**src/rtl/sp_enable_gen.sv**
```systemverilog
// Clock-enable strobe generator: one-cycle SP every DIV+1 clocks for a
// programmed number of pulses (BURST) or continuously when BURST is zero.
module sp_enable_gen #(
  parameter int CW = 8,
  parameter int BW = 8
) (
  input  logic          CK,
  input  logic          RSTN,
  input  logic          START,
  input  logic          ABORT,
  input  logic          HOLD,
  input  logic [CW-1:0] DIV,
  input  logic [BW-1:0] BURST,
  output logic          SP,
  output logic          BUSY,
  output logic          DONE,
  output logic [BW-1:0] PCNT,
  output logic [1:0]    dbg_state
);

  // Control protocol: START is a level request taken only in IDLE at a
  // clock edge where ABORT is low; ABORT wins over everything else in RUN.
  typedef enum logic [1:0] {
    S_IDLE = 2'd0,
    S_RUN  = 2'd1,
    S_LAST = 2'd2
  } state_t;

  localparam logic [CW-1:0] DIV_ONE = {{(CW-1){1'b0}}, 1'b1};
  localparam logic [BW-1:0] CNT_ONE = {{(BW-1){1'b0}}, 1'b1};

  state_t        state_q, state_n;
  logic [CW-1:0] divcnt_q, divcnt_n;
  logic [CW-1:0] div_l_q, div_l_n;
  logic [BW-1:0] burst_l_q, burst_l_n;
  logic [BW-1:0] pcnt_q, pcnt_n;
  logic [BW-1:0] pcnt_inc;
  logic          sp_q, sp_n;

  assign pcnt_inc = pcnt_q + CNT_ONE;

  always_ff @(posedge CK or negedge RSTN) begin
    if (!RSTN) begin
      state_q   <= S_IDLE;
      divcnt_q  <= '0;
      div_l_q   <= '0;
      burst_l_q <= '0;
      pcnt_q    <= '0;
      sp_q      <= 1'b0;
    end else begin
      state_q   <= state_n;
      divcnt_q  <= divcnt_n;
      div_l_q   <= div_l_n;
      burst_l_q <= burst_l_n;
      pcnt_q    <= pcnt_n;
      sp_q      <= sp_n;
    end
  end

  always_comb begin
    state_n   = state_q;
    divcnt_n  = divcnt_q;
    div_l_n   = div_l_q;
    burst_l_n = burst_l_q;
    pcnt_n    = pcnt_q;
    sp_n      = 1'b0;
    case (state_q)
      S_IDLE: begin
        if (START && !ABORT) begin
          div_l_n   = DIV;
          burst_l_n = BURST;
          divcnt_n  = '0;
          pcnt_n    = '0;
          state_n   = S_RUN;
        end
      end
      S_RUN: begin
        if (ABORT) begin
          state_n = S_IDLE;
        end else if (!HOLD) begin
          if (divcnt_q == div_l_q) begin
            divcnt_n = '0;
            sp_n     = 1'b1;
            pcnt_n   = pcnt_inc;
            // A zero burst length never terminates; PCNT just wraps.
            if ((burst_l_q != '0) && (pcnt_inc == burst_l_q)) state_n = S_LAST;
          end else begin
            divcnt_n = divcnt_q + DIV_ONE;
          end
        end
      end
      S_LAST: state_n = S_IDLE;
      default: state_n = S_IDLE;
    endcase
  end

  assign SP        = sp_q;
  assign BUSY      = (state_q != S_IDLE);
  assign DONE      = (state_q == S_LAST);
  assign PCNT      = pcnt_q;
  assign dbg_state = state_q;

endmodule

```
**config.mk**
```make
export PLATFORM = sky130hd
export DESIGN_NAME = sp_enable_gen
export DESIGN_NICKNAME = d
export VERILOG_FILES = /design/src/rtl/sp_enable_gen.sv
export SDC_FILE = /design/constraint.sdc
export NUM_CORES = 1
export LEC_CHECK = 0
export CAP_MARGIN = 20
export CORE_UTILIZATION = 50
export DETAILED_ROUTE_END_ITERATION = 10
export PLACE_DENSITY = 0.79
export SLEW_MARGIN = 5
export SYNTH_ARGS = -nofsm -noshare
export SYNTH_HDL_FRONTEND = slang
export SYNTH_SLANG_ARGS = --single-unit
```
**constraint.sdc**
```tcl
create_clock -name CK -period 3.9 [get_ports CK]
set_input_delay 0.78 -clock CK [delete_from_list [all_inputs] [get_ports CK]]
set_output_delay 0.78 -clock CK [all_outputs]
set_load 0.005 [all_outputs]
```
==> Implementation_results.wiki, run 1 <==
{| class="wikitable"
! Metric !! Value
|-
| Largest buffer count on any clock path || 2
|-
| Total routed wirelength || 3950 um
|-
| Critical path launch point type || input port
|-
| Die boundary height || 62.9 um
|-
| Internal power contribution || 749 uW
|-
| Final GP Congestion || 0.929
|-
| Resize count post-CTS || 0
|-
| Synthesized flop and latch total || 35
|-
| Power dissipated by switching net loads || 293 uW
|-
| Power density of the placed cells || 444 nW/um2
|-
| Io pins || 34
|-
| Global-route usage over all layers || 0.241
|-
| Slew HR || 0.411
|-
| Global-route wire length before repair || 7160 um
|-
| RSZ-0062 raised after global routing || false
|-
| Worst min path class || reg -> reg
|-
| Proportion of layout cells with a drive suffix above 1 || 0.142
|-
| Synth async-reset ratio || 1.00
|-
| Count of mapped cells out of synthesis || 173
|-
| Overall overflow remaining after global route || 0
|-
| Total of endpoints with negative setup slack in the final report || 0
|-
| R2r endpoint || burst_l_q[0]
|-
| Worst-path cell chain || clkdlybuf4s50_1 > or4b_1 > or4_4 > o211ai_2
|-
| Critical path capture point || divcnt_q[7]
|-
| Overall die area || 3950 um2
|-
| DR vias/cell || 5.76
|-
| Worst vdd ir || 0.302 mV
|-
| Non-filler instance count after layout || 257
|-
| Mean instance size in the synthesized netlist || 10.7 um2
|-
| Most instantiated flip-flop cell in the synthesis netlist || dfrtp_1
|-
| Routed wirelength normalized by instance count || 15.4 um
|-
| Max Freq || 383 MHz
|-
| Count of flip-flops with a built-in enable after synthesis || 0
|-
| Total placed cells including tap cells || 249
|-
| Die Wd || 62.9 um
|-
| Clock buffers created by TritonCTS || 5
|-
| Post-synth design cell area || 1850 um2
|-
| Clock Power Share || 0.327
|-
| Overall power of the completed layout || 1040 uW
|-
| Actual slew at the worst max-slew pin || 0.883 ns
|-
| Std cell rows || 21
|-
| Max Transition Viols Final || 0
|-
| Delay of the slowest cell on the worst path || 0.84 ns
|-
| Synth unique cells || 36
|-
| Skew final || 0.00823 ns
|-
| Number of global-route vias before repair || 1528
|-
| Fraction of power spent switching nets || 0.281
|-
| Crit Reg-Reg Startpoint || dbg_state[0]
|-
| Proportion of synthesized chip area in sequential cells || 0.473
|-
| Number of design rule violations left after detail routing || 0
|-
| Required @ worst endpoint || 4.12 ns
|-
| Top library cells by usage in the layout, fill and taps aside || 35 x dfrtp_1, 33 x clkdlybuf4s50_1, 17 x xnor2_1, 16 x mux2_2, 13 x nand2_1
|-
| Outcome || complete, no violations
|-
| DRT antenna net count || 0
|-
| TritonCTS clock tree || built
|-
| Accumulated negative setup slack || 0 ns
|-
| Internal reg-to-reg setup slack || 1.77 ns
|-
| Pin count of the biggest net entering global routing || 36
|-
| Largest driver fanout on the critical path || 17
|-
| Number of cell instances on the worst register-to-register path || 3
|-
| Static Leakage || 0.000929 uW
|-
| Pre-Repair DR Iteration Count || 4
|-
| Most common library cell in the layout ignoring fill and taps || dfrtp_1
|-
| Number of H-tree levels || 2
|-
| Post-CTS Repair Setup Buffers || 0
|-
| Sink count of the clock tree || 35
|-
| Number of buffers inserted by hold repair at cts || 0
|-
| Critical Setup Path Class || in -> reg
|-
| Min Tclk post-route || 2.61 ns
|-
| Net count, final || 233
|-
| DR iter-0 viols || 97
|-
| Layout-stage area growth over the synthesis result || 26.8%
|-
| Initial core utilization || 0.538
|-
| Clk root buf || clkbuf_8
|-
| Fill count || 281
|-
| Count of buffers from port buffering || 33
|-
| Max Cap Violations || 0
|-
| Skew-Pair Late Insertion Delay || 0.30 ns
|-
| HPWL after DPL || 2870 um
|-
| Number of warnings issued by yosys || 0
|-
| Total nets after synthesis || 196
|-
| Final clock period utilization by the worst path || 0.669
|-
| Logic pwr share || 0.216
|-
| Arr. time, crit path || 2.83 ns
|-
| Part of the total power dissipated in sequential elements || 0.457
|-
| Total count of hold-check failures in the final report || 0
|-
| Critical path capture point type || flip-flop
|-
| Antenna violations before repair || 0
|-
| Clock transition at the registers of the reported paths || 0.07 ns
|-
| Vias post-DR || 1481
|-
| Standard cell with the maximum stage delay on the critical path || or4b_1
|-
| Std-Cell Core Area || 3440 um2
|-
| Launch point of the worst path || ABORT
|-
| Final antenna diode count || 0
|}
worst min-delay path by stage:
stage                from    endpoint  slack, ns  depth (start not counted)
2_1_floorplan        RSTN     PCNT[0]       0.48                          0
3_3_place_gp   div_l_q[6]  div_l_q[6]       0.51                          1
3_5_place_dp   div_l_q[2]  div_l_q[2]       0.52                          1
4_1_cts        div_l_q[2]  div_l_q[2]       0.54                          1
5_1_grt        div_l_q[2]  div_l_q[2]       0.56                          1
6_report       div_l_q[2]  div_l_q[2]       0.53                          1
cell families (layout without fill, tap and decap cells):
logic type                 after synthesis  in the layout  synth area share
AOI/OAI and AO/OA                       32             32             0.114
xor gates and xnor gates                23             23             0.109
adders and majority gates                2              2            0.0135
buffers and inverters                    6             44            0.0135
DFF                                     35             35             0.473
muxes                                   17             17             0.103
and+or+nand+nor                         58             58             0.175
cell usage after synthesis, types with 3 or more instances:
| master | count | area share |
|---|---|---|
| a21oi_1 | 4 | 0.011 |
| nand2_1 | 13 | 0.026 |
| nand3_1 | 8 | 0.022 |
| xor2_1 | 6 | 0.028 |
| dfrtp_1 | 35 | 0.47 |
| o31ai_1 | 8 | 0.032 |
| mux2_2 | 16 | 0.097 |
| and3_1 | 3 | 0.010 |
| xnor2_1 | 17 | 0.080 |
| nand4_1 | 8 | 0.027 |
| nor2_1 | 10 | 0.020 |
| o21ai_0 | 10 | 0.027 |
| nor3_1 | 3 | 0.0081 |
per-stage QoR:
| stage | instance area [um2] | worst slack (ns) | hold slack [ns] | utilization |
|---|---|---|---|---|
| floorplan | 1850 | 1.82 | 0.484 | - |
| global placement | 2230 | 1.04 | 0.514 | 0.648 |
| detailed placement | 2230 | 0.990 | 0.522 | 0.648 |
| CTS | 2350 | 1.30 | 0.537 | 0.682 |
| global route | 2350 | 1.21 | 0.558 | 0.682 |
| finish | 2350 | 1.29 | 0.531 | 0.682 |
power groups by stage:
stage	sequential [uW]	combinational [uW]	clock, uW
floorplan	466	156	0
global placement	480	216	0
detailed placement	483	225	0
CTS	476	227	346
global route	485	253	365
finish	476	225	341
sequential cells by signal, summed over array words and instances, names as in the netlist:
| name | flops |
|---|---|
| PCNT | 8 |
| SP | 1 |
| burst_l_q | 8 |
| dbg_state | 2 |
| div_l_q | 8 |
| divcnt_q | 8 |
critical path, delay by kind of cell:
family / cells / cell delay [ns]
AO/OA/AOI/OAI: 1 / 0.08
buffers and inverters: 1 / 0.52
AND/OR/NAND/NOR: 2 / 1.45
final cells by class:
type	instances	area [um2]	share of cell area
flip-flops and latches	35	876	0.373
well taps	46	57.6	0.0245
inverters	2	7.51	0.00320
repair buffers	34	338	0.144
clock inverters	2	35.0	0.0149
multi-input cells	132	951	0.405
clock buffers	6	82.6	0.0352
routing by layer:
metal	track usage	share of wire	up-vias
met3	0.0785	0.057	10
met1	0.313	0.44	710
met4	0.108	0.026	0
met5	0	0	-
met2	0.367	0.48	48
li1	-	-	713
Power figures use the tool's default switching activity.
==> run 2, diff against run 1 <==
==> constraint.sdc (replaced) <==
create_clock -name CK -period 2.56 [get_ports CK]
set_input_delay 0.512 -clock CK [delete_from_list [all_inputs] [get_ports CK]]
set_output_delay 0.512 -clock CK [all_outputs]
set_load 0.005 [all_outputs]
==> run 2 against run 1 <==
  * Wire length up 5.5%
  * Utilization up 0.58 points
  * First-iteration DRC count down 4.1%
  * Non-clock buffer count up 5
  * Final area up 0.85%
  * Worst hold slack worse by 0.0033 ns
  * Clock skew about the same
  * Sequential share of layout area down 0.32 points
  * Die area unchanged
  * Setup slack worse by 0.83 ns
  * Clock-buffer cell count up 2
  * Flip-flop and latch count unchanged
  * Highest routed layer unchanged
==> Implementation_results.wiki, run 2 (synthesized netlist as in run 1, its figures left out) <==
{| class="wikitable"
! Metric !! Value
|-
| Outcome || complete, no violations
|-
| Critical path launch point type || flip-flop
|-
| Cell area after layout || 2370 um2 (+0.85%)
|-
| Worst-path cell chain || or2_2 > clkdlybuf4s50_1
|-
| Power density of the placed cells || 646 nW/um2 (+46%)
|-
| Die Wd || 62.9 um (unchanged)
|-
| WHS Endpoint || div_l_q[2]
|-
| Pre-Repair DR Iteration Count || 4 (unchanged)
|-
| Max Freq || 477 MHz
|-
| Critical Setup Path Class || reg -> out
|-
| Accumulated negative setup slack || 0 ns (unchanged)
|-
| Max Cap Violations || 0 (unchanged)
|-
| Number of design rule violations left after detail routing || 0 (unchanged)
|-
| Delay of the slowest cell on the worst path || 0.47 ns (-0.37 ns)
|-
| Clock buffers created by TritonCTS || 5 (unchanged)
|-
| HPWL after DPL || 3040 um (+6.1%)
|-
| TritonCTS clock tree || built
|-
| DRT antenna net count || 0 (unchanged)
|-
| Vias post-DR || 1517 (+2.4%)
|-
| Most common library cell in the layout ignoring fill and taps || dfrtp_1
|-
| Proportion of layout cells with a drive suffix above 1 || 0.157 (+0.0152)
|-
| RSZ-0062 raised after global routing || false
|-
| Largest driver fanout on the critical path || 9 (-8)
|-
| Arr. time, crit path || 1.58 ns (-1.25 ns)
|-
| Number of cell instances on the worst register-to-register path || 6 (+3)
|-
| Final antenna diode count || 0 (unchanged)
|-
| Post-CTS Repair Setup Buffers || 0 (unchanged)
|-
| DR vias/cell || 5.79 (+0.48%)
|-
| Total count of hold-check failures in the final report || 0 (unchanged)
|-
| Global-route usage over all layers || 0.245 (+0.00403)
|-
| DR iter-0 viols || 93 (-4.1%)
|-
| Max Transition Viols Final || 0 (unchanged)
|-
| Number of H-tree levels || 2 (unchanged)
|-
| Clk root buf || clkbuf_8
|-
| Std-Cell Core Area || 3440 um2 (unchanged)
|-
| Number of cells traversed by the worst hold path || 1 (unchanged)
|-
| Top library cells by usage in the layout, fill and taps aside || 35 x dfrtp_1, 33 x clkdlybuf4s50_1, 17 x xnor2_1, 16 x mux2_2, 13 x nand2_1
|-
| Pin count of the biggest net entering global routing || 36 (unchanged)
|-
| Cell area after placement || 2270 um2 (+1.7%)
|-
| Skew final || 0.00856 ns (+0.000330 ns)
|-
| Count of buffers from port buffering || 33 (unchanged)
|-
| Die boundary height || 62.9 um (unchanged)
|-
| Standard cell with the maximum stage delay on the critical path || dfrtp_1
|-
| Static Leakage || 0.000943 uW (+1.6%)
|-
| Skew-Pair Late Insertion Delay || 0.29 ns (about the same)
|-
| Final worst slack || 0.464 ns (-0.826 ns)
|-
| Routed wirelength normalized by instance count || 15.9 um (+3.5%)
|-
| Largest buffer count on any clock path || 2 (unchanged)
|-
| Worst setup slack after placement || 0.271 ns (-0.719 ns)
|-
| Total of endpoints with negative setup slack in the final report || 0 (unchanged)
|-
| Cell family with the largest share of critical-path delay || flip-flops
|-
| Overall overflow remaining after global route || 0 (unchanged)
|-
| Worst vdd ir || 0.416 mV (+38%)
|-
| Total routed wirelength || 4170 um (+5.5%)
|-
| Share of the core filled with cells in the final layout || 0.688 (+0.00582)
|-
| Number of buffers inserted by hold repair at cts || 0 (unchanged)
|-
| Layout-stage area growth over the synthesis result || 27.8%
|-
| Final clock period utilization by the worst path || 0.819
|-
| Antenna violations before repair || 0 (unchanged)
|-
| Sink count of the clock tree || 35 (unchanged)
|-
| Worst min path class || reg -> reg
|-
| Overall die area || 3950 um2 (unchanged)
|-
| Io pins || 34 (unchanged)
|-
| Min Tclk post-route || 2.10 ns
|-
| Critical path capture point type || primary output
|-
| Final GP Congestion || 0.908 (-2.3%)
|-
| Net count, final || 238 (+2.1%)
|-
| Global-route wire length before repair || 7450 um (+4.1%)
|-
| Hold Startpoint || div_l_q[2]
|-
| Required @ worst endpoint || 2.05 ns (-2.07 ns)
|-
| Initial core utilization || 0.538 (unchanged)
|-
| Number of global-route vias before repair || 1571 (+2.8%)
|-
| Worst path bufs/invs || 1 (unchanged)
|-
| Clock transition at the registers of the reported paths || 0.08 ns (about the same)
|-
| Crit Reg-Reg Startpoint || PCNT[0]
|-
| Slew HR || 0.657 (+0.247)
|-
| Actual slew at the worst max-slew pin || 0.514 ns (-0.369 ns)
|-
| Std cell rows || 21 (unchanged)
|-
| Internal reg-to-reg setup slack || 0.63 ns (-1.14 ns)
|-
| R2r endpoint || dbg_state[1]
|-
| Resize count post-CTS || 0 (unchanged)
|}
## run 2: worst max path at each step
stage,start,to,slack (ns),depth (start not counted)
after floorplan,dbg_state[0],burst_l_q[0],0.69,4
after global placement,START,divcnt_q[7],0.34,5
after detailed placement,START,PCNT[6],0.27,6
after CTS,dbg_state[0],BUSY,0.45,2
after global routing,START,PCNT[2],0.41,6
final,dbg_state[0],BUSY,0.46,2
## run 2: per-stage QoR
stage	instances	total power, uW	hold WS [ns]
final	262	1530	0.528
after global routing	262	1620	0.547
after CTS	262	1540	0.536
after detailed placement	254	1090	0.521
after global placement	254	1070	0.514
after floorplan	173	948	0.216
## run 2: area by class of cell
| cell class | count | area (um2) |
|---|---|---|
| clock buffers | 8 | 100 |
| fillers | 274 | 1070 |
| inverters | 2 | 7.51 |
| multi-input cells | 132 | 951 |
| flip-flops and latches | 35 | 876 |
| well taps | 46 | 57.6 |
| repair buffers | 39 | 375 |
## run 2: power by group
group          total, uW  internal, uW  switching [uW]
Clock                447           246             202
Combinational        354           200             153
Sequential           729           633            96.0
Total               1530          1080             451
## run 2: routing by layer
metal,GRT usage,part of all wire,vias up
met4,0.0843,0.014,0
met5,0,0,-
met2,0.394,0.49,47
met3,0.0602,0.054,8
li1,-,-,718
met1,0.323,0.44,744
==> run 3, diff against run 2 <==
==> constraint.sdc (replaced) <==
create_clock -name CK -period 2 [get_ports CK]
set_input_delay 0.4 -clock CK [delete_from_list [all_inputs] [get_ports CK]]
set_output_delay 0.4 -clock CK [all_outputs]
set_load 0.005 [all_outputs]
==> run 3 against run 2 <==
  * Via count up 0.92%
  * Clock-buffer cell count down 3
  * Utilization up 1.8 points
  * Combinational power up 49%
  * Cell count up 2.3%
  * Clock skew down 0.0019 ns
  * Non-clock buffer count up 6
  * Final area up 2.6%
  * Worst hold slack worse by 0.012 ns
  * Register-to-register slack worse by 0.48 ns
  * Flip-flop and latch count unchanged
  * First-iteration DRC count up 66%
==> Implementation_results.wiki, run 3 (synthesized netlist as in run 1, its figures left out) <==
{| class="wikitable"
! Metric !! Value
|-
| RSZ-0062 raised after global routing || false
|-
| Slew HR || 0.645 (-0.0122)
|-
| Detailed-route wire length on metal 1 || 1840 um (-0.16%)
|-
| Clock buffers created by TritonCTS || 5 (unchanged)
|-
| Accumulated negative setup slack || 0 ns (unchanged)
|-
| Layout-stage area growth over the synthesis result || 31.1%
|-
| Io pins || 34 (unchanged)
|-
| Critical path launch point type || flip-flop
|-
| Largest driver fanout on the critical path || 9 (unchanged)
|-
| Number of H-tree levels || 2 (unchanged)
|-
| Power dissipated by switching net loads || 596 uW (+32%)
|-
| Die Wd || 62.9 um (unchanged)
|-
| Required @ worst endpoint || 1.60 ns (-0.45 ns)
|-
| Clk root buf || clkbuf_8
|-
| Routed length on met2 || 2200 um (+7.7%)
|-
| DR iter-0 viols || 154 (+66%)
|-
| Global-route usage over all layers || 0.254 (+0.00815)
|-
| Clock Power Share || 0.254 (-0.038)
|-
| Die boundary height || 62.9 um (unchanged)
|-
| Pin count of the biggest net entering global routing || 36 (unchanged)
|-
| Skew-Pair Late Insertion Delay || 0.29 ns (about the same)
|-
| Met3 routed WL || 335 um (+48%)
|-
| Max Cap Violations || 0 (unchanged)
|-
| Std cell rows || 21 (unchanged)
|-
| Max Freq || 517 MHz
|-
| Final antenna diode count || 0 (unchanged)
|-
| Critical Setup Path Class || reg -> out
|-
| TritonCTS clock tree || built
|-
| Total count of hold-check failures in the final report || 0 (unchanged)
|-
| Static Leakage || 0.000971 uW (+2.9%)
|-
| Antenna violations before repair || 0 (unchanged)
|-
| Total placed cells including tap cells || 260 (+2.4%)
|-
| Non-filler instance count after layout || 268 (+2.3%)
|-
| Critical path capture point type || primary output
|-
| Power density of the placed cells || 797 nW/um2 (+23%)
|-
| Worst setup slack after placement || -0.170 ns (-0.441 ns)
|-
| Routed wirelength normalized by instance count || 16.5 um (+3.7%)
|-
| Proportion of layout cells with a drive suffix above 1 || 0.198 (+0.0408)
|-
| Pre-Repair DR Iteration Count || 4 (unchanged)
|-
| Final GP Congestion || 0.889 (-2.1%)
|-
| Overall overflow remaining after global route || 0 (unchanged)
|-
| Net count, final || 244 (+2.5%)
|-
| Min Tclk post-route || 1.94 ns
|-
| Vias post-DR || 1531 (+0.92%)
|-
| Outcome || complete, no violations
|-
| Std-Cell Core Area || 3440 um2 (unchanged)
|-
| Most common library cell in the layout ignoring fill and taps || dfrtp_1
|-
| Top sig layer || met4
|-
| Overall power of the completed layout || 1940 uW (+27%)
|-
| Clock transition at the registers of the reported paths || 0.07 ns (about the same)
|-
| Fraction of power spent switching nets || 0.308 (+0.0132)
|-
| Worst min path class || in -> async
|-
| Overall die area || 3950 um2 (unchanged)
|-
| HPWL after DPL || 3120 um (+2.5%)
|-
| Actual slew at the worst max-slew pin || 0.533 ns (+0.0183 ns)
|-
| DR vias/cell || 5.71 (-1.3%)
|-
| Max Transition Viols Final || 0 (unchanged)
|-
| Worst vdd ir || 0.648 mV (+56%)
|-
| Skew final || 0.00664 ns (-0.00193 ns)
|-
| Logic pwr share || 0.272 (+0.041)
|-
| Sink count of the clock tree || 35 (unchanged)
|-
| Smallest hold slack || 0.516 ns (-0.0116 ns)
|-
| Total routed wirelength || 4420 um (+6.1%)
|-
| Top library cells by usage in the layout, fill and taps aside || 34 x dfrtp_1, 33 x clkdlybuf4s50_1, 17 x xnor2_1, 16 x mux2_2, 13 x nand2_1
|-
| Number of design rule violations left after detail routing || 0 (unchanged)
|-
| Total of endpoints with negative setup slack in the final report || 0 (unchanged)
|-
| Global-route wire length before repair || 7640 um (+2.6%)
|-
| Arr. time, crit path || 1.54 ns (-0.04 ns)
|-
| Count of buffers from port buffering || 33 (unchanged)
|-
| Internal power contribution || 1340 uW (+24%)
|-
| Number of global-route vias before repair || 1645 (+4.7%)
|-
| Initial core utilization || 0.538 (unchanged)
|-
| Part of the total power dissipated in sequential elements || 0.474 (-0.003)
|-
| Final worst slack || 0.0649 ns (-0.399 ns)
|-
| DRT antenna net count || 0 (unchanged)
|-
| Largest buffer count on any clock path || 2 (unchanged)
|-
| Final clock period utilization by the worst path || 0.968
|}
-- run 3: final timing paths --
kind,cells past startpoint,endpoint,from,slack (ns)
max,2,BUSY,dbg_state[0],0.06
min,2,div_l_q[6],RSTN,0.52
max reg2reg,5,dbg_state[1],divcnt_q[3],0.15
min reg2reg,1,div_l_q[4],div_l_q[4],0.54
max in group asynchronous,2,dbg_state[0],RSTN,1.14
min in group CK,1,div_l_q[4],div_l_q[4],0.54
-- run 3: worst max-delay path, cell delays in order, from the launching register on --
cell             delay (ns)
dfrtp_2                0.46
or2_2                  0.35
clkdlybuf4s50_1        0.45
-- run 3: layout make-up --
cell class                 count  area, um2
fill                         260       1010
tap                           46       57.6
inverter                       2       7.51
sequential                    35        877
timing repair buffer          45        433
clock buffer                   5       68.8
multi-input combinational    132        970
clock inverter                 3       15.0
-- run 3: power by group through the flow --
| stage | sequential, uW | combinational (uW) | clock, uW |
|---|---|---|---|
| after floorplan | 909 | 304 | 0 |
| after global placement | 918 | 482 | 0 |
| after detailed placement | 924 | 502 | 0 |
| after CTS | 912 | 514 | 502 |
| after global routing | 935 | 577 | 531 |
| final | 918 | 526 | 492 |
-- run 3: timing repair --
action                                  in CTS  in global routing
buffers inserted                             0                  0
gates resized for setup                      0                  4
hold buffers                                 0                  0
endpoints found under the setup margin       0                  3
endpoints found under the hold margin        0                  0
-- run 3: per-stage QoR --
stage	area (um2)	util
floorplan	1850	-
detailed placement	2320	0.675
global route	2430	0.706
CTS	2410	0.700
global placement	2320	0.675
finish	2430	0.706
-- run 3: metal layers --
metal | vias to the layer above | track usage
met4 | 0 | 0.108
met3 | 7 | 0.0511
li1 | 730 | -
met5 | - | 0
met1 | 723 | 0.314
met2 | 71 | 0.428
